<file path="src/rtl/restoring_div_32by16.sv">
// restoring_div_32by16
// Sequential 32-by-16 unsigned restoring divider. It produces one quotient bit per clock,
// so a normal operation takes 16 iteration cycles after the accepting edge. The block
// uses a start/busy/done handshake.
//
// Ports:
//   clk_i        rising-edge clock
//   reset_i      asynchronous, active-high reset
//   start_i      request; sampled only while idle
//   dividend_i   32-bit unsigned dividend, sampled on the accepting edge
//   divisor_i    16-bit unsigned divisor, sampled on the accepting edge
//   busy_o       high while iterations are in progress
//   done_o       one-cycle pulse; results valid from this cycle onward
//   quotient_o   registered 16-bit quotient (16'hFFFF on error)
//   remainder_o  registered 16-bit remainder (16'h0000 on error)
//   div_zero_o   last operation had a zero divisor
//   overflow_o   last operation's quotient did not fit in 16 bits
module restoring_div_32by16 (
    input  logic        clk_i,
    input  logic        reset_i,
    input  logic        start_i,
    input  logic [31:0] dividend_i,
    input  logic [15:0] divisor_i,
    output logic        busy_o,
    output logic        done_o,
    output logic [15:0] quotient_o,
    output logic [15:0] remainder_o,
    output logic        div_zero_o,
    output logic        overflow_o
);

    typedef enum logic [0:0] {StIdle, StRun} state_e;

    state_e      state_q, state_d;
    logic [16:0] r_q, r_d;
    logic [15:0] q_q, q_d;
    logic [15:0] d_q, d_d;
    logic [4:0]  cnt_q, cnt_d;
    logic        busy_q, busy_d;
    logic        done_q, done_d;
    logic        dz_q, dz_d;
    logic        ov_q, ov_d;
    logic [15:0] quot_q, quot_d;
    logic [15:0] rem_q, rem_d;

    logic [16:0] trial;
    logic [16:0] diff;
    logic        ge;

    // Shift the next dividend bit into the partial remainder and try the subtraction.
    // Because R < D always holds, the trial value fits in 17 bits.
    assign trial = {r_q[15:0], q_q[15]};
    assign ge    = (trial >= {1'b0, d_q});
    assign diff  = trial - {1'b0, d_q};

    always_comb begin
        state_d = state_q;
        r_d     = r_q;
        q_d     = q_q;
        d_d     = d_q;
        cnt_d   = cnt_q;
        busy_d  = busy_q;
        done_d  = 1'b0;
        dz_d    = dz_q;
        ov_d    = ov_q;
        quot_d  = quot_q;
        rem_d   = rem_q;

        case (state_q)
            StIdle: begin
                if (start_i) begin
                    if (divisor_i == 16'd0) begin
                        dz_d   = 1'b1;
                        ov_d   = 1'b0;
                        quot_d = 16'hFFFF;
                        rem_d  = 16'h0000;
                        done_d = 1'b1;
                    end else if (dividend_i[31:16] >= divisor_i) begin
                        // A quotient this large would need more than 16 bits.
                        dz_d   = 1'b0;
                        ov_d   = 1'b1;
                        quot_d = 16'hFFFF;
                        rem_d  = 16'h0000;
                        done_d = 1'b1;
                    end else begin
                        r_d     = {1'b0, dividend_i[31:16]};
                        q_d     = dividend_i[15:0];
                        d_d     = divisor_i;
                        cnt_d   = 5'd0;
                        dz_d    = 1'b0;
                        ov_d    = 1'b0;
                        busy_d  = 1'b1;
                        state_d = StRun;
                    end
                end
            end
            StRun: begin
                r_d   = ge ? diff : trial;
                q_d   = {q_q[14:0], ge};
                cnt_d = cnt_q + 5'd1;
                if (cnt_q == 5'd15) begin
                    quot_d  = q_d;
                    rem_d   = r_d[15:0];
                    done_d  = 1'b1;
                    busy_d  = 1'b0;
                    state_d = StIdle;
                end
            end
            default: begin
                state_d = StIdle;
            end
        endcase
    end

    always_ff @(posedge clk_i or posedge reset_i) begin
        if (reset_i) begin
            state_q <= StIdle;
            r_q     <= 17'd0;
            q_q     <= 16'd0;
            d_q     <= 16'd0;
            cnt_q   <= 5'd0;
            busy_q  <= 1'b0;
            done_q  <= 1'b0;
            dz_q    <= 1'b0;
            ov_q    <= 1'b0;
            quot_q  <= 16'd0;
            rem_q   <= 16'd0;
        end else begin
            state_q <= state_d;
            r_q     <= r_d;
            q_q     <= q_d;
            d_q     <= d_d;
            cnt_q   <= cnt_d;
            busy_q  <= busy_d;
            done_q  <= done_d;
            dz_q    <= dz_d;
            ov_q    <= ov_d;
            quot_q  <= quot_d;
            rem_q   <= rem_d;
        end
    end

    assign busy_o      = busy_q;
    assign done_o      = done_q;
    assign quotient_o  = quot_q;
    assign remainder_o = rem_q;
    assign div_zero_o  = dz_q;
    assign overflow_o  = ov_q;

endmodule

</file>
<file path="config.mk">
export PLATFORM = sky130hd
export DESIGN_NAME = restoring_div_32by16
export DESIGN_NICKNAME = d
export VERILOG_FILES = /design/src/rtl/restoring_div_32by16.sv
export SDC_FILE = /design/constraint.sdc
export NUM_CORES = 1
export LEC_CHECK = 0
export ABC_AREA = 1
export CAP_MARGIN = 20
export CORE_MARGIN = 2
export CORE_UTILIZATION = 40
export DETAILED_ROUTE_END_ITERATION = 6
export DONT_BUFFER_PORTS = 1
export SETUP_SLACK_MARGIN = 0.1
export SYNTH_ARGS = -nofsm -noshare
export SYNTH_HDL_FRONTEND = slang
export SYNTH_SLANG_ARGS = --single-unit
</file>
<file path="constraint.sdc">
create_clock -name clk_i -period 2.75 [get_ports clk_i]
set_input_delay 0.4125 -clock clk_i [delete_from_list [all_inputs] [get_ports clk_i]]
set_output_delay 0.4125 -clock clk_i [all_outputs]
set_load 0.005 [all_outputs]
</file>
# == After elaboration in Yosys (flattened, before gate mapping) ==
# Index checks and enable logic that the tools add are counted.
# classes
n_mux,40
reduce_logical,6
add_sub_neg,2
n_bitwise,3
n_eq_ne,6
magnitude_cmp,2
# op_table
op,count
2-to-1 mux 16 bit,15
one-hot mux 16 bit (2 select lines),4
greater-or-equal comparator 17 x 16 -> 1 bit,1
greater-or-equal comparator 16 bit,1
zero test 16 bit,1
subtractor 16 bit,1
2-to-1 mux 5 bit,3
2-to-1 mux 1 bit,14
one-hot mux 5 bit (2 select lines),1
AND reduction 4 bit,2
"!= test 2 bit, second input constant",3
one-hot mux 1 bit (2 select lines),3
AND reduction 3 bit,2
"adder 5 x 1 -> 5 bit, second input constant",1
"== test 5 x 4 -> 1 bit, second input constant",1
"!= test 3 bit, second input constant",1
inverter 1 bit,3
"!= test 2 x 1 -> 1 bit, second input constant",1
AND reduction 2 bit,1
# word_totals
regBits,90
wordCells,70

# == Longest topological paths before layout ==
# Gate-level depths: netlist of run 1.
# logic_depth
depth_word,5
mapped_depth,15
depth_no_buf,15

# == Worst setup path before layout of run 1 ==
# No wires, ideal clock.
# synth_timing
kind,input-to-reg
start,input port divisor_i[15]
end,register quot_q[10] (netlist: quotient_o[10])
path_slack_ns,0.826
setup_time_ns,0.117
arrival_ns,1.807
cell_stages,12
required_time_ns,2.633
path_cell_list,inv_1 > ha_1 > nand2_1 > o21bai_1 > nand2_1 > a21oi_1 > nand4_1 > nand2_1 > nand2_2 > buf_2 > nand2_1 > nand2_1
# synth_via
elab_chain_len,4
# synth_lines
element,line_no,rtl
from (decl),23,"input logic [15:0] divisor_i,"
branches (longest 4 deep; another with greater-or-equal comparator 16 bit),-,
to (signal assigned),138,quot_q <= quot_d;
to (decl),43,"logic [15:0] quot_q, quot_d;"
# Parallel ways; which one is timed is not known. The select of a mux whose other input is x is not followed.
# A chain may end at the register's enable or synchronous reset.

# == Worst setup path after layout of run 1 ==
# layout_timing
start,register r_q[10]
end,register rem_q[6] (netlist: remainder_o[6])
# layout_via
elab_chain_len,4
# layout_lines
element,line_no,rtl
from (decl),35,"logic [16:0] r_q, r_d;"
from (signal assigned),130,r_q <= r_d;
greater-or-equal comparator 17 x 16 -> 1 bit,53,"assign ge = (trial >= {1'b0, d_q});"
2-to-1 mux 16 bit,98,r_d = ge ? diff : trial;
2-to-1 mux 16 bit,101,if (cnt_q == 5'd15) begin
one-hot mux 16 bit (2 select lines),69,case (state_q)
to (signal assigned),139,rem_q <= rem_d;
to (decl),44,"logic [15:0] rem_q, rem_d;"
# Every way passes these cells. The select of a mux whose other input is x is not followed.

==> results of run 1 <==
==> per-stage QoR <==
stage / util / setup WS [ps] / std cells
after CTS: 0.4442 / 374.5 / 968
after detailed placement: 0.4237 / 359.0 / 952
after global placement: 0.4237 / 425.1 / 952
final: 0.4442 / 355.9 / 968
after global routing: 0.4442 / 204.8 / 968
after floorplan: - / 826.2 / 794
==> report_power, final <==
| part | switching (mW) | internal, mW |
|---|---|---|
| Combinational | 3.67 | 1.93 |
| Sequential | 0.513 | 2.00 |
| Clock | 0.534 | 0.643 |
==> repair_timing <==
action	4_1_cts	5_1_grt
endpoints found under the setup margin	0	0
setup buffers	0	0
hold buffers	1	0
endpoints found under the hold margin	21	0
==> sequential cells by signal, summed over array words and instances, names as in the netlist <==
register / flops
busy_o: 1
cnt_q: 5
d_q: 16
div_zero_o: 1
done_o: 1
overflow_o: 1
q_q: 16
quotient_o: 16
r_q: 16
remainder_o: 16
state_q: 1
==> placed cells by master, fill, tap and decap left out, drive strengths merged, types with 11 or more instances in the layout <==
cell type and count:
a21oi 14, clkbuf 11, dfrtp 90, ha 34, inv 92, nand2 306
nand3 84, nand4 27, nor2 26, o21ai 53, or2 18
==> how the worst max path moves through the flow <==
| stage | depth (start not counted) | end | slack [ps] | from |
|---|---|---|---|---|
| after floorplan | 12 | quotient_o[10]$_DFFE_PP0P_ | 830 | divisor_i[15] |
| after global placement | 12 | quotient_o[2]$_DFFE_PP0P_ | 430 | divisor_i[13] |
| after detailed placement | 11 | quotient_o[0]$_DFFE_PP0P_ | 360 | divisor_i[15] |
| after CTS | 13 | remainder_o[6]$_DFFE_PP0P_ | 370 | r_q[10]$_DFFE_PP0P_ |
| after global routing | 13 | remainder_o[6]$_DFFE_PP0P_ | 200 | r_q[10]$_DFFE_PP0P_ |
| final | 13 | remainder_o[6]$_DFFE_PP0P_ | 360 | r_q[10]$_DFFE_PP0P_ |
==> critical path, stage by stage (launching register included) <==
cell	delay (ps)
dfrtp_1	430
ha_1	420
nand2_1	160
inv_1	60
nand2_1	60
nand2_1	70
nand2_1	70
nand2_1	120
nor2_8	270
buf_4	210
nand4_1	130
nand2_1	170
nand2_1	70
nand2_1	90
==> area by class of cell <==
cell class,instances,area (sq um)
Clock buffer,11,242.7
Clock inverter,4,33.78
Fill cell,1411,7775
Inverter,90,341.6
Multi-Input combinational cell,583,3028
Sequential cell,90,2252
Tap cell,180,225.2
Timing Repair Buffer,10,90.09
==> layer usage <==
layer  GRT usage  routed length, microns  vias to the layer above
li1            -                       -                     2524
met1      0.2802                    7273                     2394
met2      0.3134                    7124                      166
met3     0.05498                    1170                       18
met4     0.07601                     268                        0
met5           0                       0                        -
==> cells by family after synthesis <==
logic type / count (synthesis) / synth area share
AND/OR/NAND/NOR: 468 / 0.3685
buffers and inverters: 121 / 0.08855
AO/OA/AOI/OAI: 72 / 0.06523
flip-flops: 90 / 0.3888
XOR/XNOR: 8 / 0.01210
adder cells (fa/ha/maj): 35 / 0.07689
==> impl_metrics.py, run 1 <==
metrics = {
    "run_status": {
        "outcome": "finished, final reports clean",
    },
    "setup_path": {
        "cp_max_fo": 11,
        "worstPathRequired_ps": 3040,
        "r2r-end": "remainder_o[6]$_DFFE_PP0P_",
        "arrival_ps": 2680,
        "reg2reg_depth": 13,
        "cp-end-kind": "flop",
        "criticalPathCategory": "flop to flop",
        "r2r_slack_ps": 360,
        "r2r_start": "r_q[10]$_DFFE_PP0P_",
        "start_kind": "flop",
    },
    "place": {
        "placed_cell_area_sq_um": 5927,
        "place.gp.congestion": 0.9351,
        "dp_hpwl_microns": 11890,
        "port_buffers": 0,
    },
    "finish": {
        "fin_area_sq_um": 6213,
        "layout.nets": 870,
        "drive_gt1_frac": 0.09518,
        "areaGrowthSynthToFinish_pct": 7.257,
        "antennaDiodeCount": 0,
    },
    "power": {
        "total_power_mw": 9.286,
        "leakage_nw": 3.336,
        "power_density_nw_per_um2": 1495,
        "max-vdd-ir-drop_uv": 463.1,
    },
    "global_routing": {
        "grt_max_degree": 70,
        "antenna_found_initial": 0,
        "grt.total_usage": 0.2054,
        "grt_pass1_wl_microns": 25650,
        "grt_pass1_vias": 4879,
        "grt-ovfl-total": 0,
    },
    "synth": {
        "synth.cells.most_frequent": "299 x nand2_1, 90 x dfrtp_1, 82 x inv_1, 73 x nand3_1, 51 x o21ai_0",
        "netlist_area_sq_um": 5793,
        "syn_nets": 880,
        "synth_top_flop_cell": "dfrtp_1",
        "syn_avg_cell_area_sq_um": 7.296,
        "seq_area_frac_synth": 0.3888,
        "ys_seq_elements": 90,
        "yosysWarnings": 0,
        "synthCells": 794,
        "synth_top_cell_area_share": 0.3888,
        "async_flop_share": 1.000,
        "yosysMostFrequentCell": "nand2_1",
        "yosysTopAreaCell": "dfrtp_1",
        "ys_types": 38,
        "yosys-top-cells-area": "dfrtp_1 39%, nand2_1 19%, ha_1 7.3%",
        "synth_edf_count": 0,
    },
    "floorplanning": {
        "design.core.area_sq_um": 13990,
        "initial_utilization": 0.4141,
        "boundaryPins": 87,
        "dieArea_sq_um": 15460,
        "die_y_microns": 124.3,
        "die_width_microns": 124.3,
        "rows": 43,
    },
    "hold_path": {
        "hold-path-endpoint": "d_q[14]$_DFFE_PP0P_",
        "hold_depth": 2,
        "min_path_type": "input pin to flop",
        "worstHoldStart": "divisor_i[14]",
    },
    "sta": {
        "tightest_slew_ps": 673.5,
        "clock.fmax_mhz": 417.7,
        "holdWs_ps": 267.7,
        "rsz0062_at_grt": "no",
        "relSlewSlack": 0.5505,
        "period_share": 0.8706,
        "fin_tns_setup_ps": 0,
        "finClkSkew_ps": 7.366,
        "finalSetupViolCount": 0,
        "final_hold_viol_count": 0,
        "slew_violations": 0,
        "timing.final.crit_period_ps": 2394,
    },
    "cts": {
        "clockBufferDepth": 2,
        "clk_pin_slew_ps": 70,
        "cts_max_level": 3,
        "clkLatencyLatePin_ps": 350,
        "cts-root-buf": "clkbuf_16",
        "numCtsBuffers": 9,
        "cts.sinks": 90,
        "cts_resized": 0,
        "cts_tree": "done",
    },
    "job": {
        "cap_violations": 0,
    },
    "route": {
        "ant_nets": 0,
        "first_iter_violations": 329,
        "drc": 0,
        "via_count": 5102,
        "vias_per_cell": 5.271,
        "routedWlPerCell_microns": 16.36,
        "routed_wl_microns": 15840,
        "dr.pass1.iters": 5,
    },
}
Note: power is estimated with default switching activity, not from simulation.
==> run 2: changes to the inputs <==
Settings changed: GPL_TIMING_DRIVEN set to 0, MAX_ROUTING_LAYER set to met4.
Clock period 2.75 ns to 2.3 ns, I/O delays scaled along.
==> run 2 against run 1 <==
Net effect: via count increased by 1.6%; largest power group unchanged; worst hold slack got worse by 100 ps; sequential share of layout area decreased by 2.5 points; core utilization increased by 3.4 points; largest cell class unchanged; critical path type unchanged; setup slack got worse by 150 ps; first-iteration DRC count increased by 15%; sequential cell count unchanged.
==> impl_metrics.py, run 2 (synthesized netlist as in run 1, its figures left out) <==
metrics = {
    "global_routing": {
        "grt_max_degree": 36,
        "grt_pass1_wl_microns": 26870,
        "grt.total_usage": 0.2239,
        "grt-ovfl-total": 0,
        "grt_pass1_vias": 4951,
        "antenna_found_initial": 0,
    },
    "sta": {
        "holdWs_ps": 164.8,
        "setup_slack_ps": 206.9,
        "final_hold_viol_count": 0,
        "slew_violations": 0,
        "clock.fmax_mhz": 477.8,
        "period_share": 0.9100,
        "finClkSkew_ps": 4.691,
        "rsz0062_at_grt": "yes",
        "fin_tns_setup_ps": 0,
        "relSlewSlack": 0.6200,
        "timing.final.crit_period_ps": 2093,
        "tightest_slew_ps": 569.9,
        "finalSetupViolCount": 0,
    },
    "cts": {
        "numCtsBuffers": 9,
        "clk_pin_slew_ps": 70,
        "clkLatencyLatePin_ps": 350,
        "cts-root-buf": "clkbuf_16",
        "clockBufferDepth": 2,
        "cts_tree": "done",
        "cts_max_level": 3,
        "cts.sinks": 90,
    },
    "route": {
        "ant_nets": 0,
        "top_layer": "met4",
        "met3WireLength_microns": 1088,
        "wl_met1_microns": 7980,
        "drc": 0,
        "via_count": 5186,
        "dr.pass1.iters": 6,
        "vias_per_cell": 5.170,
        "routedWlPerCell_microns": 16.67,
        "met2_wirelength_microns": 7391,
        "routed_wl_microns": 16720,
        "first_iter_violations": 377,
    },
    "place": {
        "port_buffers": 0,
        "place.gp.congestion": 0.8877,
        "placed_cell_area_sq_um": 6062,
        "placed_cells": 976,
        "dp_hpwl_microns": 12860,
        "dp_worst_setup_slack_ps": -16.24,
    },
    "floorplanning": {
        "die_width_microns": 124.3,
        "boundaryPins": 87,
        "rows": 43,
        "design.core.area_sq_um": 13990,
        "die_y_microns": 124.3,
        "initial_utilization": 0.4141,
        "dieArea_sq_um": 15460,
    },
    "finish": {
        "stdcell_count": 1003,
        "drive_gt1_frac": 0.1567,
        "areaGrowthSynthToFinish_pct": 15.46,
        "antennaDiodeCount": 0,
        "fin_area_sq_um": 6689,
        "layout.nets": 904,
        "layout_common_cells": "292 x nand2_1, 87 x dfrtp_1, 79 x inv_1",
        "fillers": 1407,
        "layout_commonest_cell": "nand2_1",
        "utilization": 0.4782,
    },
    "power": {
        "power_density_nw_per_um2": 1845,
        "seqPwrFrac": 0.247,
        "p_sw_mw": 6.066,
        "total_power_mw": 12.34,
        "power.internal_mw": 6.273,
        "comb_power_share": 0.629,
        "max-vdd-ir-drop_uv": 572.6,
        "p_sw_frac": 0.4916,
        "leakage_nw": 3.488,
        "clockPowerShare": 0.124,
    },
    "setup_path": {
        "crit_slowest_cell": "dfrtp_1",
        "criticalPathCategory": "flop to flop",
        "worstPathRequired_ps": 2590,
        "start_kind": "flop",
        "arrival_ps": 2380,
        "cp_max_fo": 10,
        "r2r_slack_ps": 210,
        "crit_family": "simple AND/OR/NAND/NOR gates",
        "cp-end-kind": "flop",
        "path_buf_inv": 1,
        "crit_chain": "ha_1 -> nand2_1 -> nor2_4 -> nand3_2 -> nand3_2 -> nand3_4 -> nand2_8 -> buf_12 -> nand3_2 -> nand2_2 -> nand2_1 -> nand2_1",
        "slowest_delay_ps": 460,
    },
    "job": {
        "cap_violations": 0,
    },
    "hold_path": {
        "min_path_type": "input pin to flop",
    },
    "run_status": {
        "outcome": "finished, final reports clean",
    },
}
[run 2: cell count changes in the layout (fill, tap and decap cells not counted), moves of 5 or more]
cell	before	now
ha_1	34	21
nand2_2	6	12
ha_4	0	13
buf_2	0	13
clkbuf_1	1	13
nand2_1	299	292
buf_4	8	13
[run 2: power groups by stage]
stage,combinational (mW),sequential [mW],clock [mW]
2_1_floorplan,5.24,2.80,0
3_3_place_gp,6.85,2.99,0
3_5_place_dp,6.88,3.00,0
4_1_cts,7.03,2.98,1.57
5_1_grt,8.66,3.14,1.64
6_report,7.76,3.04,1.53
[run 2: layout make-up]
| cell class | count | area, sq um | share of cell area |
|---|---|---|---|
| multi-input cells | 583 | 3261 | 0.4875 |
| inverters | 90 | 341.6 | 0.05107 |
| well taps | 180 | 225.2 | 0.03367 |
| clock inverters | 5 | 62.56 | 0.009353 |
| plain buffers | 31 | 175.2 | 0.02619 |
| clock buffers | 11 | 242.7 | 0.03629 |
| flip-flops and latches | 90 | 2256 | 0.3373 |
| repair buffers | 13 | 125.1 | 0.01871 |
[run 2: worst reg2reg max path: cells and delay by family (launching register included)]
family,cells,cell delay (ps)
and+or+nand+nor,10,1040
DFF,1,460
adders and majority gates,1,390
buffers and inverters,1,150
[run 2: routing by layer]
metal	global-route usage	vias up
met3	0.04897	17
met5	-	-
met4	0.05354	0
met2	0.3298	172
li1	-	2590
met1	0.3156	2407
[run 2: path summary, 6_finish.rpt]
path | from | endpoint | cells after the start
setup / recovery | r_q[0]$_DFFE_PP0P_ | remainder_o[8]$_DFFE_PP0P_ | 12
hold / removal | divisor_i[0] | d_q[0]$_DFFE_PP0P_ | 2
setup reg to reg | r_q[0]$_DFFE_PP0P_ | remainder_o[8]$_DFFE_PP0P_ | 12
hold reg to reg | q_q[11]$_DFFE_PP0P_ | q_q[11]$_DFFE_PP0P_ | 2
max in group asynchronous | reset_i | r_q[10]$_DFFE_PP0P_ | 4
min in group asynchronous | reset_i | q_q[9]$_DFFE_PP0P_ | 2
[run 2: repair_timing]
item | in CTS | in global routing
buffers inserted | 2 | 8
endpoints found under the setup margin | 24 | 33
endpoints found under the hold margin | 22 | 0
pin swaps | 1 | 7
hold buffers | 1 | 0
gates resized for setup | 7 | 36
==> run 3: changes to the inputs <==
Settings changed: CELL_PAD_IN_SITES_DETAIL_PLACEMENT set to 0, CELL_PAD_IN_SITES_GLOBAL_PLACEMENT set to 1, PLACE_DENSITY_LB_ADDON set to 0.1.
==> run 3 against run 2 <==
Net effect: the run now ends with DRC left; routed wire length rose by 6.3%; setup slack improved by 7.5 ps; die area did not move; sequential share of layout area fell by 0.37 points; largest cell class unchanged; largest power group unchanged.
==> impl_metrics.py, run 3 (synthesized netlist as in run 1, its figures left out) <==
metrics = {
    "floorplanning": {
        "design.core.area_sq_um": 13990,
        "rows": 43,
        "initial_utilization": 0.4141,
        "boundaryPins": 87,
        "die_y_microns": 124.3,
        "dieArea_sq_um": 15460,
        "die_width_microns": 124.3,
    },
    "global_routing": {
        "grt.total_usage": 0.2383,
        "antenna_found_initial": 0,
        "grt-ovfl-total": 0,
        "grt_pass1_wl_microns": 28330,
        "grt_pass1_vias": 5223,
        "grt_max_degree": 36,
    },
    "sta": {
        "finClkSkew_ps": 9.459,
        "timing.final.crit_period_ps": 2086,
        "clock.fmax_mhz": 479.5,
        "holdWs_ps": 164.2,
        "final_hold_viol_count": 0,
        "tightest_slew_ps": 600.8,
        "relSlewSlack": 0.5986,
        "slew_violations": 0,
        "rsz0062_at_grt": "no",
        "period_share": 0.9068,
        "setup_slack_ps": 214.4,
        "fin_tns_setup_ps": 0,
        "finalSetupViolCount": 0,
    },
    "finish": {
        "layout_common_cells": "287 x nand2_1, 87 x dfrtp_1, 76 x inv_1",
        "register_area_sq_um": 2256,
        "multi_input_area_sq_um": 3273,
        "drive_gt1_frac": 0.1701,
        "antennaDiodeCount": 0,
        "layout.nets": 904,
        "areaGrowthSynthToFinish_pct": 16.74,
        "utilization": 0.4835,
        "fillers": 1437,
        "layout_commonest_cell": "nand2_1",
    },
    "route": {
        "dr.pass1.iters": 7,
        "first_iter_violations": 384,
        "drc": 9,
        "routedWlPerCell_microns": 17.72,
        "routed_wl_microns": 17770,
        "vias_per_cell": 5.260,
        "ant_nets": 0,
        "via_count": 5276,
    },
    "setup_path": {
        "crit_slowest_cell": "dfrtp_1",
        "start_kind": "flop",
        "cp_max_fo": 10,
        "crit_chain": "ha_4 -> nand2_1 -> inv_2 -> nand2_1 -> nor2_4 -> nand2_2 -> nor2_4 -> nor2_8 -> nand2_8 -> buf_12 -> nand3_2 -> nand2_1 -> nand2_1 -> nand2_1",
        "reg2reg_depth": 14,
        "worstPathRequired_ps": 2590,
        "crit_top_cell": "nand2_1",
        "arrival_ps": 2380,
        "slowest_delay_ps": 460,
        "cp-end-kind": "flop",
        "criticalPathCategory": "flop to flop",
    },
    "power": {
        "max-vdd-ir-drop_uv": 690.1,
        "power_density_nw_per_um2": 1848,
        "leakage_nw": 3.518,
    },
    "cts": {
        "cts_max_level": 3,
        "clkLatencyLatePin_ps": 350,
        "numCtsBuffers": 9,
        "cts-root-buf": "clkbuf_16",
        "clk_pin_slew_ps": 80,
        "cts_tree": "done",
        "clockBufferDepth": 2,
        "cts.sinks": 90,
    },
    "place": {
        "dp_hpwl_microns": 13680,
        "port_buffers": 0,
        "place.gp.congestion": 0.8874,
        "dp_worst_setup_slack_ps": -83.26,
    },
    "hold_path": {
        "hold_depth": 2,
        "min_path_type": "input pin to flop",
    },
    "run_status": {
        "violations": "DRC",
        "outcome": "complete, but fails checks",
    },
    "job": {
        "cap_violations": 0,
    },
}
==> run 3: cell types whose count changed in the layout (fill, tap and decap cells not counted), sizes merged <==
| cell | previous run | this run |
|---|---|---|
| buf | 31 | 29 |
| clkbuf | 23 | 25 |
| clkinvlp | 2 | 1 |
| inv | 90 | 91 |
==> run 3: through the flow <==
step / total power [mW] / std cells / cell area, sq um
CTS: 11.63 / 996 / 6427
floorplan: 8.046 / 794 / 5797
global placement: 9.788 / 974 / 6022
finish: 12.50 / 1003 / 6763
global route: 13.69 / 1003 / 6763
detailed placement: 9.894 / 976 / 6062
==> run 3: final cells by class <==
class / count / area share
clock buffer: 11 / 0.03737
buffer: 31 / 0.02720
sequential: 90 / 0.3336
timing repair buffer: 13 / 0.02368
multi-input combinational: 583 / 0.4840
clock inverter: 5 / 0.01036
inverter: 90 / 0.05051
tap: 180 / 0.03330
==> run 3: power breakdown <==
| part | switching (mW) | internal (mW) | total (mW) |
|---|---|---|---|
| registers | 0.676 | 2.39 | 3.07 |
| clock network | 0.712 | 0.923 | 1.64 |
| logic | 4.73 | 3.06 | 7.79 |
| total | 6.12 | 6.38 | 12.5 |
==> run 3: worst paths after layout <==
path,slack [ps],to,start
max,210,remainder_o[7]$_DFFE_PP0P_,r_q[7]$_DFFE_PP0P_
min,160,d_q[0]$_DFFE_PP0P_,divisor_i[0]
max reg2reg,210,remainder_o[7]$_DFFE_PP0P_,r_q[7]$_DFFE_PP0P_
min reg2reg,480,q_q[6]$_DFFE_PP0P_,q_q[6]$_DFFE_PP0P_
max in group asynchronous,1160,r_q[10]$_DFFE_PP0P_,reset_i
min in group asynchronous,540,quotient_o[11]$_DFFE_PP0P_,reset_i
==> run 3: repair_timing <==
action,CTS,global route
setup endpoints to repair,16,41
setup buffers,3,5
hold endpoints to repair,22,0
resized for setup,3,51
pin swaps,2,12
hold buffers,1,0
gates cloned,0,2
==> run 3: routing by layer <==
metal	wire length [microns]	GRT usage
met1	8539	0.3332
met3	1175	0.04725
met5	0	-
met2	7732	0.3533
met4	326	0.06609
==> run 3: critical path, delay by kind of cell, from the launching register on <==
| kind | cells | cell delay [ps] |
|---|---|---|
| buffers and inverters | 2 | 210 |
| flip-flops | 1 | 460 |
| AND/OR/NAND/NOR | 11 | 1030 |
| adder cells (fa/ha/maj) | 1 | 320 |
